**src/rtl/blit_write_combiner.sv**
```systemverilog
// blit_write_combiner
// Last stage of the blitter pixel pipeline. Packs byte writes into masked
// 32-bit word writes and queues them in a small FIFO. The FIFO drains to
// the memory arbiter through a mem_req/mem_ready handshake.
//
// Build option: define BLIT_WRITE_COMBINE_EN to include the combine register.
// If it is not defined, every accepted byte becomes its own single-lane word
// write. That write carries the byte replicated across all four lanes.
module blit_write_combiner #(
  parameter int ADDR_WIDTH = 26,
  parameter int FIFO_DEPTH = 4
) (
  input  logic                  clock,
  input  logic                  reset,
  input  logic                  stall,
  input  logic [7:0]            p5_data,
  input  logic                  p5_write,
  input  logic [ADDR_WIDTH-1:0] p5_addr,
  input  logic                  flush,
  output logic                  stall_req,
  output logic                  mem_req,
  output logic [ADDR_WIDTH-3:0] mem_addr,
  output logic [31:0]           mem_wdata,
  output logic [3:0]            mem_wmask,
  input  logic                  mem_ready,
  output logic                  idle
);

  localparam int WA_W  = ADDR_WIDTH - 2;
  localparam int PTR_W = (FIFO_DEPTH > 1) ? $clog2(FIFO_DEPTH) : 1;
  localparam logic [PTR_W:0] C_DEPTH = (PTR_W + 1)'(FIFO_DEPTH);

  // Single-bit byte enable for a little-endian lane number.
  function automatic logic [3:0] lane_mask(input logic [1:0] lane);
    return 4'b0001 << lane;
  endfunction

  // Widen a 4-bit byte mask into a 32-bit bit mask.
  function automatic logic [31:0] mask_expand(input logic [3:0] m);
    return {{8{m[3]}}, {8{m[2]}}, {8{m[1]}}, {8{m[0]}}};
  endfunction

  // Replace the enabled lanes of old_d with the matching lanes of new_d.
  function automatic logic [31:0] lane_merge(input logic [31:0] old_d,
                                             input logic [31:0] new_d,
                                             input logic [3:0]  m);
    return (old_d & ~mask_expand(m)) | (new_d & mask_expand(m));
  endfunction

  // Decode the incoming byte into its word address, lane and data.
  logic [1:0]      w_lane;
  logic [WA_W-1:0] w_word;
  logic [3:0]      w_bmask;
  logic [31:0]     w_bdata_rep;

  assign w_lane      = p5_addr[1:0];
  assign w_word      = p5_addr[ADDR_WIDTH-1:2];
  assign w_bmask     = lane_mask(w_lane);
  assign w_bdata_rep = {4{p5_data}};

  // FIFO push/pop interface, driven by whichever front end is built.
  logic            w_push;
  logic            w_pop;
  logic [WA_W-1:0] w_push_addr;
  logic [31:0]     w_push_data;
  logic [3:0]      w_push_mask;
  logic            w_full;
  logic            w_empty;
  logic            w_accept;

`ifdef BLIT_WRITE_COMBINE_EN
  // Combine register: one word being assembled from consecutive bytes.
  logic            r_cv;
  logic [WA_W-1:0] r_caddr;
  logic [31:0]     r_cdata;
  logic [3:0]      r_cmask;

  logic            w_cv_nx;
  logic [WA_W-1:0] w_caddr_nx;
  logic [31:0]     w_cdata_nx;
  logic [3:0]      w_cmask_nx;
  logic            w_same;
  logic            w_push_flush;

  assign w_same = (r_caddr == w_word);

  // A new word needs a FIFO slot for the word being evicted. Only the
  // incoming byte and registered state decide this, so there is no loop
  // through stall or mem_ready.
  assign stall_req = p5_write & r_cv & ~w_same & w_full;

  // stall already includes stall_req. The extra term keeps a misbehaving
  // stall network from pushing into a full FIFO.
  assign w_accept = p5_write & ~stall & ~stall_req;

  // Flush has lower priority than a byte in the same cycle. It retries later.
  assign w_push_flush = flush & r_cv & ~w_accept & ~w_full;

  assign w_push      = (w_accept & r_cv & ~w_same) | w_push_flush;
  assign w_push_addr = r_caddr;
  assign w_push_data = r_cdata;
  assign w_push_mask = r_cmask;

  assign idle = ~r_cv & w_empty;

  // Next-state of the combine register: merge, reload, or clear on flush.
  always_comb begin
    w_cv_nx    = r_cv;
    w_caddr_nx = r_caddr;
    w_cdata_nx = r_cdata;
    w_cmask_nx = r_cmask;
    if (w_accept) begin
      if (r_cv && w_same) begin
        // Same word: last byte written to a lane wins.
        w_cdata_nx = lane_merge(r_cdata, w_bdata_rep, w_bmask);
        w_cmask_nx = r_cmask | w_bmask;
      end else begin
        // Empty register, or the old word was just pushed: start a new word.
        w_cv_nx    = 1'b1;
        w_caddr_nx = w_word;
        w_cdata_nx = w_bdata_rep & mask_expand(w_bmask);
        w_cmask_nx = w_bmask;
      end
    end else if (w_push_flush) begin
      w_cv_nx = 1'b0;
    end else begin
      w_cv_nx = r_cv;
    end
  end

  // Combine register state, cleared by reset.
  always_ff @(posedge clock) begin
    if (reset) begin
      r_cv    <= 1'b0;
      r_caddr <= {WA_W{1'b0}};
      r_cdata <= 32'h0000_0000;
      r_cmask <= 4'h0;
    end else begin
      r_cv    <= w_cv_nx;
      r_caddr <= w_caddr_nx;
      r_cdata <= w_cdata_nx;
      r_cmask <= w_cmask_nx;
    end
  end
`else
  // No combining: flush only waits for the FIFO to drain, which idle reports.
  logic w_unused;

  assign w_unused = flush;

  // Every byte needs its own FIFO slot.
  assign stall_req = p5_write & w_full;
  assign w_accept  = p5_write & ~stall & ~stall_req;

  assign w_push      = w_accept;
  assign w_push_addr = w_word;
  assign w_push_data = w_bdata_rep;
  assign w_push_mask = w_bmask;

  assign idle = w_empty;
`endif

  // Word FIFO. The depth is a power of two, so the pointers wrap naturally.
  logic [WA_W-1:0]  r_fifo_addr [FIFO_DEPTH];
  logic [31:0]      r_fifo_data [FIFO_DEPTH];
  logic [3:0]       r_fifo_mask [FIFO_DEPTH];
  logic [PTR_W-1:0] r_wr_ptr;
  logic [PTR_W-1:0] r_rd_ptr;
  logic [PTR_W:0]   r_count;

  assign w_full  = (r_count == C_DEPTH);
  assign w_empty = (r_count == {(PTR_W + 1){1'b0}});
  assign w_pop   = ~w_empty & mem_ready;

  // FIFO storage write. Stale entries are never visible, because the head
  // outputs are gated by empty.
  always_ff @(posedge clock) begin
    if (w_push) begin
      r_fifo_addr[r_wr_ptr] <= w_push_addr;
      r_fifo_data[r_wr_ptr] <= w_push_data;
      r_fifo_mask[r_wr_ptr] <= w_push_mask;
    end
  end

  // FIFO pointers and occupancy. Reset discards all queued words.
  always_ff @(posedge clock) begin
    if (reset) begin
      r_wr_ptr <= {PTR_W{1'b0}};
      r_rd_ptr <= {PTR_W{1'b0}};
      r_count  <= {(PTR_W + 1){1'b0}};
    end else begin
      if (w_push) begin
        r_wr_ptr <= r_wr_ptr + PTR_W'(1);
      end
      if (w_pop) begin
        r_rd_ptr <= r_rd_ptr + PTR_W'(1);
      end
      case ({w_push, w_pop})
        2'b10:   r_count <= r_count + (PTR_W + 1)'(1);
        2'b01:   r_count <= r_count - (PTR_W + 1)'(1);
        default: r_count <= r_count;
      endcase
    end
  end

  // Head of the FIFO. It stays stable until it is popped, and reads zero when empty.
  assign mem_req   = ~w_empty;
  assign mem_addr  = w_empty ? {WA_W{1'b0}} : r_fifo_addr[r_rd_ptr];
  assign mem_wdata = w_empty ? 32'h0000_0000 : r_fifo_data[r_rd_ptr];
  assign mem_wmask = w_empty ? 4'h0 : r_fifo_mask[r_rd_ptr];

endmodule

```
**config.mk**
```make
export PLATFORM = sky130hd
export DESIGN_NAME = blit_write_combiner
export DESIGN_NICKNAME = d
export VERILOG_FILES = /design/src/rtl/blit_write_combiner.sv
export SDC_FILE = /design/constraint.sdc
export NUM_CORES = 1
export LEC_CHECK = 0
export BUFFER_PORTS_ARGS = -buffer_cell sky130_fd_sc_hd__buf_4
export CORE_MARGIN = 4
export CORE_UTILIZATION = 45
export CTS_CLUSTER_DIAMETER = 40
export DETAILED_ROUTE_END_ITERATION = 16
export GPL_TIMING_DRIVEN = 0
export PLACE_DENSITY = 0.72
export SYNTH_ARGS = -nofsm -noshare
export SYNTH_HDL_FRONTEND = slang
export SYNTH_SLANG_ARGS = --single-unit
```
**constraint.sdc**
```tcl
create_clock -name clock -period 2.05 [get_ports clock]
set_input_delay 0.3075 -clock clock [delete_from_list [all_inputs] [get_ports clock]]
set_output_delay 0.3075 -clock clock [all_outputs]
set_load 0.01 [all_outputs]
```
==> run_results.csv, run 1 <==
group,metric,value,unit
job,max-cap-violations,0,
setup_path,crit_chain,"buf_8 > buf_12 > mux4_2 > nor2b_4 > buf_6 > buf_6",
synthesis,avgSynthCellArea,19.7,um^2
global_route,grt_use_total,15.0,%
synthesis,synth_top_area_share,70.5,%
finish,fin_util,62.1,%
timing,skew,0.0119,ns
outcome,status,"finished, violations left",
synthesis,synth_largest_area_cell,"edfxtp_1",
timing,fin_crit_sh,109,%
floorplanning,dieWidth,125,um
floorplanning,coreArea,0.0133,mm^2
synthesis,synth_fa_ha_area_share,1.35,%
global_route,first_global_vias,3363,
synthesis,syn-cell-area,0.00614,mm^2
drt,first_pass_iters,4,
floorplanning,design.die.area,0.0156,mm^2
clocking,cts_hold_buf,0,
synthesis,synth_top_family_by_area,"multiplexers",
timing,rsz0062_at_grt,"yes",
finish,fillCellCount,951,
timing,fin_tns_setup,-7.71,ns
global_route,grt.overflow.total,0,
clocking,cts_tree,"yes",
timing,relSlewSlack,64.4,%
timing,maxSlewViolCount,0,
placement,portBuffers,100,
clocking,clk_latency,0.41,ns
placement,placed_cell_area,0.00722,mm^2
setup_path,cp_common_cell,"buf_6",
synthesis,synth_cells,312,
setup_path,path_class,"reg -> out",
floorplanning,fp.dieH,125,um
outcome,violations,"negative setup slack",
drt,viasPerCell,4.93,
finish,stdcell_area,0.00825,mm^2
setup_path,start_kind,"flip-flop",
synthesis,synthFlopType,"edfxtp_1",
clocking,cts_max_path_buffers,2,
setup_path,crit_arrival,1.93,ns
floorplanning,core.rowCount,42,
synthesis,yosys_warnings,0,
synthesis,synth_mux_area_share,13.6,%
finish,num-nets-final,489,
setup_path,max_stage_delay,0.50,ns
power,power_density,1320,mW/mm^2
synthesis,synth_xor_area_share,0.428,%
synthesis,yosysSeqAreaShare,73.4,%
drt,wirelength,11.2,mm
synthesis,synthSimpleGateAreaFrac,5.77,%
timing,setup_viol,60,
global_route,grt_pass1_wl,17.8,mm
drt,post_drt_wl_per_cell,17.8,um
drt,initialDrtViolationCount,147,
setup_path,path_max_fanout,6,
finish,n_antenna_cell,0,
synthesis,syn_nets,358,
timing,worst_slack,-0.185,ns
finish,final_layout_size_suffix_gt1_share,51.4,%
timing,clock.fmax,0.448,GHz
clocking,h-tree-depth,4,
setup_path,cp_data_required_time,1.74,ns
drt,drc,0,
clocking,path_clk_slew,0.06,ns
timing,hold_viol_final,0,
synthesis,ys_ff_latch,153,
power,worst_ir_drop_vdd,0.540,mV
placement,dp_hpwl,7.05,mm
setup_path,cp_slowest_cell,"mux4_2",
global_route,antenna_found_initial,0,
min_path,hp-class,"in -> reg",
drt,vias,3110,
placement,dp_slack,-0.0688,ns
synthesis,synth_area_leaders,"edfxtp_1 70%, mux4_2 13%, nor2b_1 3.9%, dfxtp_1 2.9%, buf_4 2.9%",
synthesis,synth_common_cells,"144 x edfxtp_1, 38 x nor2b_1, 36 x mux4_2, 24 x buf_4",
timing,min_period,2.23,ns
global_route,grt_max_degree,21,
synthesis,ys_types,26,
setup_path,worst-r2r-setup-slack,0.10,ns
setup_path,cp-end-kind,"primary output",
drt,ant_nets,0,
floorplanning,start_util,46.2,%
synthesis,synth_compound_area_share,0.673,%
synthesis,synth_most_common_cell,"edfxtp_1",
floorplanning,io_pins,103,
clocking,cts_sinks,153,
clocking,cts_root_buf,"clkbuf_16",
clocking,numCtsBuffers,17,
finish,areaGrowthSynthToFinish,34.5,%
timing,tightest_slew,0.533,ns
placement,gp_congestion,0.711,
synthesis,synth_edf_count,144,
synthesis,async_flop_share,0,%
power,leakage,2.97,nW
## power breakdown
part	total [mW]	switching [mW]	leakage [nW]	internal, mW
logic	4.37	1.80	1.32	2.57
registers	3.67	0.0868	1.39	3.58
clock network	2.85	1.10	0.268	1.75
total	10.9	2.98	2.97	7.90
## cell type report
type	count	area (um^2)	share of cell area [%]
sequential	153	4510	54.7
multi-input combinational	114	1450	17.5
timing repair buffer	112	1090	13.2
clock buffer	19	433	5.25
buffer	37	412	4.99
tap	176	220	2.67
clock inverter	12	109	1.32
inverter	8	30.0	0.364
## routing by layer
layer / global-route usage [%] / share of wire [%] / vias to the layer above
met5: 0 / 0 / -
met4: 5.22 / 0.73 / 0
met1: 19.5 / 43 / 1569
met3: 4.12 / 5.4 / 12
li1: - / - / 1439
met2: 24.5 / 51 / 90
## flip-flops by register name, indices dropped and copies added (netlist names), named ones only
name         count
r_fifo_addr     96
r_fifo_data     32
r_fifo_mask     16
r_count          3
r_rd_ptr         2
r_wr_ptr         2
## per-stage QoR
stage               hold WS (ns)  power, mW  cells
finish                    0.0907       10.9    631
global route              0.0779       11.4    631
CTS                       0.0759       10.8    629
detailed placement         0.501       7.13    592
global placement           0.467       7.05    588
floorplan                  0.406       5.71    312
## cells by family (layout without fill, tap and decap cells)
logic type,Yosys count,after routing
buf+inv,45,188
simple gates,60,60
xor+xnor,3,3
compound gates,7,7
fa+ha+maj,6,6
flops,153,153
mux,38,38
## layout by cell type, fill, tap and decap left out, types with 2 or more instances in the layout
cell type  synthesis  final
clkbuf_1           4      3
or3_1              2      2
buf_8              0      2
nor2_1             9      8
buf_6              4     60
dfxtp_1            9      5
edfxtp_1         144    144
clkinv_1           0      3
clkbuf_16          0     18
buf_4             24     73
xor2_1             3      3
and2_2             0      2
mux4_2            36     36
clkinv_2           0      6
and2_4             0      2
dfxtp_2            0      3
clkbuf_4           0      3
bufinv_16          0      2
o21ai_0            2      2
a21oi_1            3      3
buf_12             0      2
nor2b_4            0     10
nand2b_1           3      3
ha_1               5      4
nor2b_1           38     28
inv_1              8      8
buf_16             0      5
## critical path: cells and delay by family (launching register included)
kind / cells / cell delay, ns
buffers and inverters: 4 / 0.50
flip-flops: 1 / 0.33
multiplexers: 1 / 0.50
AND/OR/NAND/NOR: 1 / 0.17
## what timing repair did
item,4_1_cts,5_1_grt
pin swaps,1,1
endpoints found under the setup margin,62,103
buffers inserted,5,1
gates cloned,1,1
resized for setup,93,17
## worst paths after layout
path | from | to | depth (start not counted)
min | p5_addr[3] | r_fifo_addr[3][1] | 1
max | flip-flop | mem_wdata[8] | 6
min reg2reg | r_rd_ptr[1] | r_rd_ptr[1] | 2
max reg2reg | r_count[1] | r_count[2] | 9
No activity file was read; power rests on OpenSTA's default activity.
==> run 2: changes to the inputs <==
--- a/config.mk
+++ b/config.mk
@@ -11,7 +11,7 @@
 export CTS_CLUSTER_DIAMETER = 40
 export DETAILED_ROUTE_END_ITERATION = 16
 export GPL_TIMING_DRIVEN = 0
-export PLACE_DENSITY = 0.72
+export PLACE_DENSITY = 0.69
 export SYNTH_ARGS = -nofsm -noshare
 export SYNTH_HDL_FRONTEND = slang
 export SYNTH_SLANG_ARGS = --single-unit
==> constraint.sdc (replaced) <==
create_clock -name clock -period 2.4 [get_ports clock]
set_input_delay 0.36 -clock clock [delete_from_list [all_inputs] [get_ports clock]]
set_output_delay 0.36 -clock clock [all_outputs]
set_load 0.01 [all_outputs]
==> run 2 against run 1 <==
- the run now ends clean
- register-to-register slack better by 0.19 ns
- clock power shrank 5%
- die area unchanged
- worst hold slack gained 0.049 ns
- cell count decreased by 0.16%
- core utilization shrank 2.3 points
- via count decreased by 1.4%
- combinational power shrank 29%
- setup slack improved by 0.25 ns
- clock skew shrank 0.0071 ns
- power down 18%
- largest power group is now sequential cells
==> run_results.csv, run 2 (same netlist as run 1, synthesis figures left out) <==
group,metric,value,unit
setup_path,r2r_end,"r_count[2]",
finish,top_register,"r_fifo_addr",
setup_path,critical-path-top-delay-family,"buffers and inverters",
clocking,cts_sinks,153,
global_route,grt_max_degree,25,
drt,vias,3067,
clocking,cts_tree,"yes",
finish,areaGrowthSynthToFinish,29.4,%
setup_path,cp_slowest_cell,"mux4_2",
floorplanning,core.rowCount,42,
power,leakage,2.87,nW
setup_path,cp_common_cell,"buf_4",
setup_path,worst-r2r-setup-slack,0.29,ns
clocking,numCtsBuffers,17,
floorplanning,design.die.area,0.0156,mm^2
finish,largest_register_ffs,96,
drt,viasPerCell,4.87,
floorplanning,coreArea,0.0133,mm^2
placement,placed_cell_area,0.00719,mm^2
setup_path,cp.buffers_inverters,4,
outcome,status,"finished clean",
setup_path,max_stage_delay,0.50,ns
placement,dp_slack,0.265,ns
setup_path,cp-endpoint,"mem_wdata[15]",
finish,num-nets-final,487,
finish,final_layout_size_suffix_gt1_share,48.9,%
clocking,cts_root_buf,"clkbuf_16",
drt,post_drt_wl_per_cell,17.0,um
timing,skew,0.00487,ns
timing,maxSlewViolCount,0,
floorplanning,dieWidth,125,um
timing,tightest_slew,0.447,ns
global_route,grt.overflow.total,0,
clocking,clk_latency,0.41,ns
timing,setup_viol,0,
placement,dp_cells,592,
drt,wirelength,10.7,mm
placement,gp_congestion,0.717,
setup_path,cp-end-kind,"primary output",
global_route,first_global_vias,3289,
drt,ant_nets,0,
setup_path,path_max_fanout,5,
global_route,grt_pass1_wl,17.3,mm
power,power,8.91,mW
setup_path,crit_arrival,1.97,ns
power,power_density,1120,mW/mm^2
drt,first_pass_iters,4,
floorplanning,fp.dieH,125,um
floorplanning,start_util,46.2,%
placement,portBuffers,100,
finish,layout_commonest_cell,"edfxtp_1",
power,worst_ir_drop_vdd,0.592,mV
timing,fin_hold_ws,0.139,ns
timing,rsz0062_at_grt,"yes",
finish,stdcell_area,0.00794,mm^2
placement,dp_hpwl,7.00,mm
setup_path,crit_chain,"buf_6 > buf_12 > mux4_2 > nor2b_2 > buf_4 > buf_4",
finish,n_antenna_cell,0,
timing,clock.fmax,0.429,GHz
setup_path,path_depth,6,
timing,worst_slack,0.0664,ns
timing,min_period,2.33,ns
setup_path,start_kind,"flip-flop",
timing,relSlewSlack,70.2,%
setup_path,cp_data_required_time,2.04,ns
min_path,hp-class,"in -> reg",
global_route,antenna_found_initial,0,
setup_path,r2r-start,"r_count[1]",
timing,hold_viol_final,0,
global_route,grt_use_total,14.7,%
drt,drc,0,
finish,reg_top3,"r_fifo_addr: 96 flops, r_fifo_data: 32 flops, r_fifo_mask: 16 flops",
setup_path,reg2regPathDepth,9,
timing,fin_crit_sh,97.2,%
drt,initialDrtViolationCount,140,
job,max-cap-violations,0,
finish,layout_common_cells,"144 x edfxtp_1, 128 x buf_4, 36 x mux4_2",
finish,finalNonFillerCells,630,
clocking,path_clk_slew,0.06,ns
clocking,cts_max_path_buffers,2,
setup_path,path_class,"reg -> out",
clocking,h-tree-depth,4,
floorplanning,io_pins,103,
==> run 2: cell count changes in the layout (fill, tap and decap cells not counted), moves of 3 or more <==
cell / delta
buf_6: -57
buf_4: +55
nor2b_4: -7
nor2b_1: +6
buf_12: +5
buf_16: -5
clkinvlp_4: +4
dfxtp_1: +4
clkinv_2: -3
dfxtp_2: -3
==> run 2: layer usage <==
metal | GRT usage [%] | up-vias | part of all wire [%]
met5 | 0 | - | 0
met1 | 17.3 | 1535 | 40
met2 | 24.6 | 78 | 52
met4 | 6.25 | 0 | 1.8
li1 | - | 1439 | -
met3 | 5.23 | 15 | 6.4
==> run 2: repair_timing <==
action                                  4_1_cts  5_1_grt
hold buffers                                  0        0
resized for setup                             9       12
endpoints found under the setup margin       39       45
setup buffers                                 3        2
cloned                                        0        1
==> run 2: worst min path at each step <==
| stage | slack (ns) | depth (start not counted) | end | start |
|---|---|---|---|---|
| floorplan | 0.46 | 0 | r_fifo_addr[0][0] | p5_addr[2] |
| global placement | 0.47 | 2 | flip-flop | r_rd_ptr[1] |
| detailed placement | 0.50 | 2 | flip-flop | r_rd_ptr[1] |
| CTS | 0.12 | 1 | r_fifo_addr[3][2] | p5_addr[4] |
| global route | 0.12 | 1 | r_fifo_addr[2][9] | p5_addr[11] |
| finish | 0.14 | 1 | r_fifo_addr[1][3] | p5_addr[5] |
==> run 2: through the flow <==
step	utilization (%)	TNS, ns
floorplan	-	0
CTS	59.1	0
global route	59.7	-0.223
detailed placement	54.1	0
finish	59.7	0
global placement	53.5	-65.34
==> run 2: area by class of cell <==
class | instances | area, um^2
Buffer | 37 | 300
Clock buffer | 18 | 429
Clock inverter | 14 | 180
Fill cell | 1008 | 5350
Inverter | 8 | 30.0
Multi-Input combinational cell | 114 | 1370
Sequential cell | 153 | 4500
Tap cell | 176 | 220
Timing Repair Buffer | 110 | 906
==> run 2: power by group <==
group	internal [mW]	total, mW	switching, mW
registers	3.05	3.11	0.0626
logic	1.75	3.09	1.35
clock network	1.72	2.70	0.977
total	6.52	8.91	2.39
